==> config.mk <==
export PLATFORM = sky130hd
export DESIGN_NAME = reflet_uart_loader
export DESIGN_NICKNAME = d
export VERILOG_FILES = /design/src/rtl/reflet_uart_loader.sv
export SDC_FILE = /design/constraint.sdc
export NUM_CORES = 1
export LEC_CHECK = 0
export CORE_ASPECT_RATIO = 1.5
export CORE_UTILIZATION = 50
export CTS_BUF_LIST = sky130_fd_sc_hd__clkbuf_8 sky130_fd_sc_hd__clkbuf_16
export DETAILED_ROUTE_END_ITERATION = 12
export HOLD_SLACK_MARGIN = 0.02
export PLACE_DENSITY = 0.69
export SYNTH_ARGS = -nofsm -noshare
export SYNTH_HDL_FRONTEND = slang
export SYNTH_SLANG_ARGS = --single-unit
==> constraint.sdc <==
create_clock -name clk -period 2.4 [get_ports clk]
set_input_delay 0.48 -clock clk [delete_from_list [all_inputs] [get_ports clk]]
set_output_delay 0.48 -clock clk [all_outputs]
set_load 0.005 [all_outputs]
==> src/rtl/reflet_uart_loader.sv <==
// UART boot loader: receives a length-prefixed, checksummed program image over a byte
// stream, writes it into instruction memory, and releases the CPU on success.
module reflet_uart_loader #(
   parameter int wordsize       = 8,
   parameter int addr_size      = 7,
   parameter int prog_words     = 128,
   parameter int timeout_cycles = 100000
) (
   input  logic                 clk,
   input  logic                 reset,
   input  logic [7:0]           rx_data,
   input  logic                 rx_valid,
   output logic [7:0]           tx_data,
   output logic                 tx_valid,
   input  logic                 tx_ready,
   output logic [addr_size-1:0] mem_addr,
   output logic [wordsize-1:0]  mem_data,
   output logic                 mem_we,
   input  logic                 boot_req,
   output logic                 cpu_run,
   output logic                 busy,
   output logic                 error
);

   // state  | meaning
   // IDLE   | waiting for sync byte 0xA5, CPU held in reset
   // LEN_LO | expecting low byte of word count
   // LEN_HI | expecting high byte of word count
   // DATA   | receiving program bytes, little-endian per word
   // CHECK  | expecting checksum byte
   // REPLY  | presenting ACK (0x4B) or NAK (0x45) to the transmitter
   // RUN    | CPU released, loader dormant until boot_req

   localparam int BPW = wordsize / 8;
   localparam int BCW = (BPW > 1) ? $clog2(BPW) : 1;
   localparam int TW  = (timeout_cycles > 1) ? $clog2(timeout_cycles) : 1;
   localparam int IW  = (addr_size > 16) ? addr_size : 16;
   localparam logic [TW-1:0]  TMO_LOAD   = (timeout_cycles > 0) ? TW'(timeout_cycles - 1) : '0;
   localparam logic [BCW-1:0] LAST_BYTE  = BCW'(BPW - 1);
   localparam logic [16:0]    PROG_WORDS = 17'(prog_words);
   localparam logic [7:0]     SYNC = 8'hA5;
   localparam logic [7:0]     ACK  = 8'h4B;
   localparam logic [7:0]     NAK  = 8'h45;

   typedef enum logic [2:0] {IDLE, LEN_LO, LEN_HI, DATA, CHECK, REPLY, RUN} state_t;

   state_t state, state_nx;

   logic [15:0]         len_n;
   logic [IW-1:0]       word_idx;
   logic [BCW-1:0]      byte_cnt;
   logic [wordsize-1:0] data_sr;
   logic [wordsize-1:0] word_nx;
   logic [7:0]          sum;
   logic [TW-1:0]       tmo_cnt;
   logic [7:0]          reply_nx;
   logic [15:0]         n_word;
   logic                timing;
   logic                tmo_expire;
   logic                last_byte;
   logic                last_word;

   assign n_word     = {rx_data, len_n[7:0]};
   assign timing     = (state == LEN_LO) || (state == LEN_HI) || (state == DATA) || (state == CHECK);
   // an arriving byte always beats a simultaneous expiry
   assign tmo_expire = (timeout_cycles != 0) && timing && !rx_valid && (tmo_cnt == '0);
   assign last_byte  = (byte_cnt == LAST_BYTE);
   assign last_word  = (word_idx == IW'(len_n) - IW'(1));

   assign tx_valid = (state == REPLY);
   assign cpu_run  = (state == RUN);
   assign busy     = (state != IDLE) && (state != RUN);

   always_comb begin
      word_nx = data_sr;
      word_nx[int'(byte_cnt) * 8 +: 8] = rx_data;
   end

   always_ff @(posedge clk or posedge reset) begin
      if (reset) state <= IDLE;
      else       state <= state_nx;
   end

   always_comb begin
      state_nx = state;
      reply_nx = NAK;
      case (state)
         IDLE:   if (rx_valid && rx_data == SYNC) state_nx = LEN_LO;
         LEN_LO: begin
            if (rx_valid)        state_nx = LEN_HI;
            else if (tmo_expire) state_nx = IDLE;
         end
         LEN_HI: begin
            if (rx_valid) begin
               if ({1'b0, n_word} > PROG_WORDS) state_nx = REPLY;
               else if (n_word == 16'd0)        state_nx = CHECK;
               else                             state_nx = DATA;
            end else if (tmo_expire) begin
               state_nx = IDLE;
            end
         end
         DATA: begin
            if (rx_valid && last_byte && last_word) state_nx = CHECK;
            else if (tmo_expire)                    state_nx = IDLE;
         end
         CHECK: begin
            if (rx_valid) begin
               state_nx = REPLY;
               reply_nx = (rx_data == sum) ? ACK : NAK;
            end else if (tmo_expire) begin
               state_nx = IDLE;
            end
         end
         REPLY:   if (tx_ready) state_nx = (tx_data == ACK) ? RUN : IDLE;
         RUN:     if (boot_req) state_nx = IDLE;
         default: state_nx = IDLE;
      endcase
   end

   always_ff @(posedge clk or posedge reset) begin
      if (reset) begin
         len_n    <= '0;
         word_idx <= '0;
         byte_cnt <= '0;
         data_sr  <= '0;
         sum      <= '0;
         tmo_cnt  <= '0;
         error    <= 1'b0;
         tx_data  <= '0;
         mem_we   <= 1'b0;
         mem_addr <= '0;
         mem_data <= '0;
      end else begin
         mem_we <= 1'b0;
         if (timing && tmo_cnt != '0) tmo_cnt <= tmo_cnt - 1'b1;
         if (state_nx == REPLY && state != REPLY) tx_data <= reply_nx;
         if (tmo_expire) error <= 1'b1;
         case (state)
            IDLE: begin
               if (rx_valid && rx_data == SYNC) begin
                  error    <= 1'b0;
                  sum      <= '0;
                  len_n    <= '0;
                  word_idx <= '0;
                  byte_cnt <= '0;
                  tmo_cnt  <= TMO_LOAD;
               end
            end
            LEN_LO: begin
               if (rx_valid) begin
                  len_n[7:0] <= rx_data;
                  tmo_cnt    <= TMO_LOAD;
               end
            end
            LEN_HI: begin
               if (rx_valid) begin
                  len_n   <= n_word;
                  tmo_cnt <= TMO_LOAD;
               end
            end
            DATA: begin
               if (rx_valid) begin
                  tmo_cnt <= TMO_LOAD;
                  sum     <= sum + rx_data;
                  data_sr <= word_nx;
                  if (last_byte) begin
                     mem_we   <= 1'b1;
                     mem_addr <= word_idx[addr_size-1:0];
                     mem_data <= word_nx;
                     byte_cnt <= '0;
                     word_idx <= word_idx + 1'b1;
                  end else begin
                     byte_cnt <= byte_cnt + 1'b1;
                  end
               end
            end
            CHECK:   if (rx_valid) tmo_cnt <= TMO_LOAD;
            REPLY:   if (tx_ready && tx_data != ACK) error <= 1'b1;
            default: ;
         endcase
      end
   end

endmodule

==> impl_metrics.ini, run 1 <==
[logic_synthesis]
yosys_warnings = 0
syn_area_um2 = 4673
yosysTopAreaCellShare_pct = 42.84
synth_edf_count = 0
netlist_top_cells_area = dfrtp_1 43%, nand2_1 7.6%, xnor2_1 6.4%
synthCells = 535
ys.flop_type = dfrtp_1
synth_top_cell_by_area = dfrtp_1
synth-seq-cells = 80
ys_seq_area_share_pct = 42.84
synthArstFlopShare_pct = 100.0
syn_area_per_cell_um2 = 8.735
netlist-cell-type-count = 64

[timing]
fmax_ghz = 0.4173
setup_viol = 0
tns_ns = 0
timing.slew.headroom_pct = 63.45
slew_viol_final = 0
period_needed_ns = 2.396
rsz0062_at_grt = yes
worstMarginPinSlew_ns = 0.5443
finalCritPeriodShare_pct = 99.84
clock-skew-final_ns = 0.007852
timing_hold_violations_final = 0

[layout]
diodes = 0
fill_cells = 705
layout.nets = 663
multi_input_area_um2 = 2600
drive_gt1_share_pct = 22.67
syn2layout_area_growth_pct = 31.94
seq_area_um2 = 2003

[grt]
grt_pass1_wl_um = 20360
globalRouteOverflowTotal = 0
grt_pass1_vias = 4346
grt_max_degree = 81
grt_util_all_layers_pct = 27.90
antenna_found_initial = 0

[critical_path]
worstPathRequired_ns = 2.64
critPathLaunchType = flop
critPathArrivalTime_ns = 2.63
cp_max_fo = 3
crit_type = reg -> reg
endpoint_kind = flop

[placement]
dp.final_hpwl_um = 9151
port_buffers = 37
place.gp.congestion = 0.8984

[power_and_ir_drop]
power_density_nw_per_um2 = 951.8
total_power_uw = 5869
ir_drop_mv = 0.6763
p_leak_uw = 0.002753

[detailed_routing]
drt-pass1-iter-count = 4
antenna_left = 0
vias_per_cell = 5.666
routed_wl_um = 12570
drc = 0
routed-via-count = 4272
drt-wirelength-per-cell_um = 16.67
drt-initial-drc-count = 152

[floorplan]
fp.dieW_um = 80.94
core.rowCount = 42
dieHeight_um = 120.4
io_pins = 41
coreArea_um2 = 8934
dieArea_um2 = 9745
initial_core_util_pct = 52.31

[clock_network]
cts.clk_slew.worst_paths_ns = 0.06
cts_num_sinks = 80
cts-root-buf = clkbuf_16
cts_buffers = 9
cts_tree = done
insertion_delay_ns = 0.35
cts_max_level = 3
cts_hold_buffers = 0
cts_buffer_depth = 2

[worst_hold_path]
hold_path.class = in -> reg

[run]
drv_cap = 0

[status]
status = finished clean
==> cells in the mapped netlist (4+ instances only) <==
master,count
or3_1,5
buf_4,6
nand2_1,95
inv_1,23
xor2_1,17
clkbuf_1,22
nand3_1,22
o211ai_1,6
and3_1,4
ha_1,10
nand4_1,5
a21oi_1,16
nor2_1,35
or4_1,5
nor2b_1,8
a21o_1,4
dfrtp_1,80
o22ai_1,6
nor3_1,23
nand2b_1,6
xnor2_1,34
and4_1,4
and2_1,4
o21ai_0,27
nor4_1,12
==> timing repair <==
action,4_1_cts,5_1_grt
pin swaps,5,7
endpoints found under the setup margin,35,28
gates resized for setup,18,20
endpoints found under the hold margin,0,0
buffers inserted,2,1
==> flip-flops by register name (all words and copies together) (netlist names) <==
name / count
error: 1
word_idx: 16
tmo_cnt: 17
mem_we: 1
sum: 8
mem_addr: 7
len_n: 16
mem_data: 8
state: 3
tx_data: 3
==> routing by layer <==
layer	GRT usage (%)	routed length [um]	vias to the layer above
met5	0	0	-
met1	27.66	4717	2062
met3	6.415	368	50
met2	49.47	6736	103
li1	-	-	2057
met4	19.64	744	0
==> final cells by class <==
class	count	area share, %
inverters	23	1.461
well taps	110	2.232
multi-input cells	401	42.17
repair buffers	124	17.00
flip-flops and latches	80	32.49
clock inverters	7	0.9943
clock buffers	9	3.653
==> layout by cell type (no fill, tap or decap), types with 4 or more instances in the layout <==
master	synthesis	layout
nor2b_1	8	7
nand2b_1	6	5
nand3_1	22	22
inv_1	23	19
a21o_1	4	4
and3_1	4	4
nand2_1	95	94
and4_1	4	4
nor3_1	23	22
a21oi_1	16	14
dfrtp_1	80	79
ha_1	10	8
o211ai_1	6	6
nor4_2	3	5
nand4_1	5	5
clkbuf_16	0	9
buf_4	6	84
xnor2_1	34	34
nor2_1	35	35
and2_1	4	4
or4_4	1	5
o21ai_0	27	26
clkdlybuf4s50_1	0	35
xor2_1	17	17
nor4_1	12	8
o22ai_1	6	6
==> kinds of logic after synthesis <==
kind of cell	after synthesis	share of synthesized area, %
AND/OR/NAND/NOR	251	27.34
AO/OA/AOI/OAI	82	11.38
flip-flops	80	42.84
buffers and inverters	56	5.033
XOR/XNOR	51	9.558
adder cells (fa/ha/maj)	11	3.106
multiplexers	3	0.6693
other	1	0.08024
==> worst paths after layout <==
kind                                              start                       to  slack [ns]  cells past startpoint
worst max-delay path               tmo_cnt[6]$_DFF_PP0_   tx_data[2]$_DFFE_PP0P_       0.004                      6
worst max register to register     tmo_cnt[6]$_DFF_PP0_   tx_data[2]$_DFFE_PP0P_       0.004                      6
max in group asynchronous                         reset       state[2]$_DFF_PP0_        1.47                      3
min in group asynchronous                         reset    tmo_cnt[13]$_DFF_PP0_        0.58                      3
worst min-delay path                         rx_data[0]  mem_data[0]$_DFFE_PP0P_        0.46                      3
worst min register to register  mem_addr[0]$_DFFE_PP0P_  mem_addr[0]$_DFFE_PP0P_        0.47                      2
==> power by group <==
group / internal [uW] / switching [uW]
sequential: 1650 / 225
combinational: 1340 / 1330
clock: 720 / 607
==> worst max-delay path: stages, from the launching register on <==
cell and delay, ns:
dfrtp_1 0.38, or4_4 0.57, or4_4 0.57, or3_4 0.38
a21oi_4 0.17, nand2b_4 0.15, a21oi_1 0.06
==> stage by stage <==
stage | std cells | setup slack [ns] | hold slack [ns] | instance area (um^2) | util, %
floorplan | 537 | 0.04862 | 0.4374 | 4684 | -
detailed placement | 735 | -0.5406 | 0.4598 | 5687 | 63.66
finish | 754 | 0.003859 | 0.4638 | 6166 | 69.02
CTS | 753 | -0.002071 | 0.4785 | 6067 | 67.91
global route | 754 | -0.1047 | 0.4896 | 6166 | 69.02
global placement | 735 | -0.4277 | 0.4576 | 5687 | 63.66
Power figures use the tool's default switching activity.
==> inputs of run 2 (changes only) <==
- CTS_CLUSTER_DIAMETER: not set -> 120
- SLEW_MARGIN: not set -> 15
==> results of run 2 <==
Same layout as run 1: the final DEF is identical, and so are final timing and power.
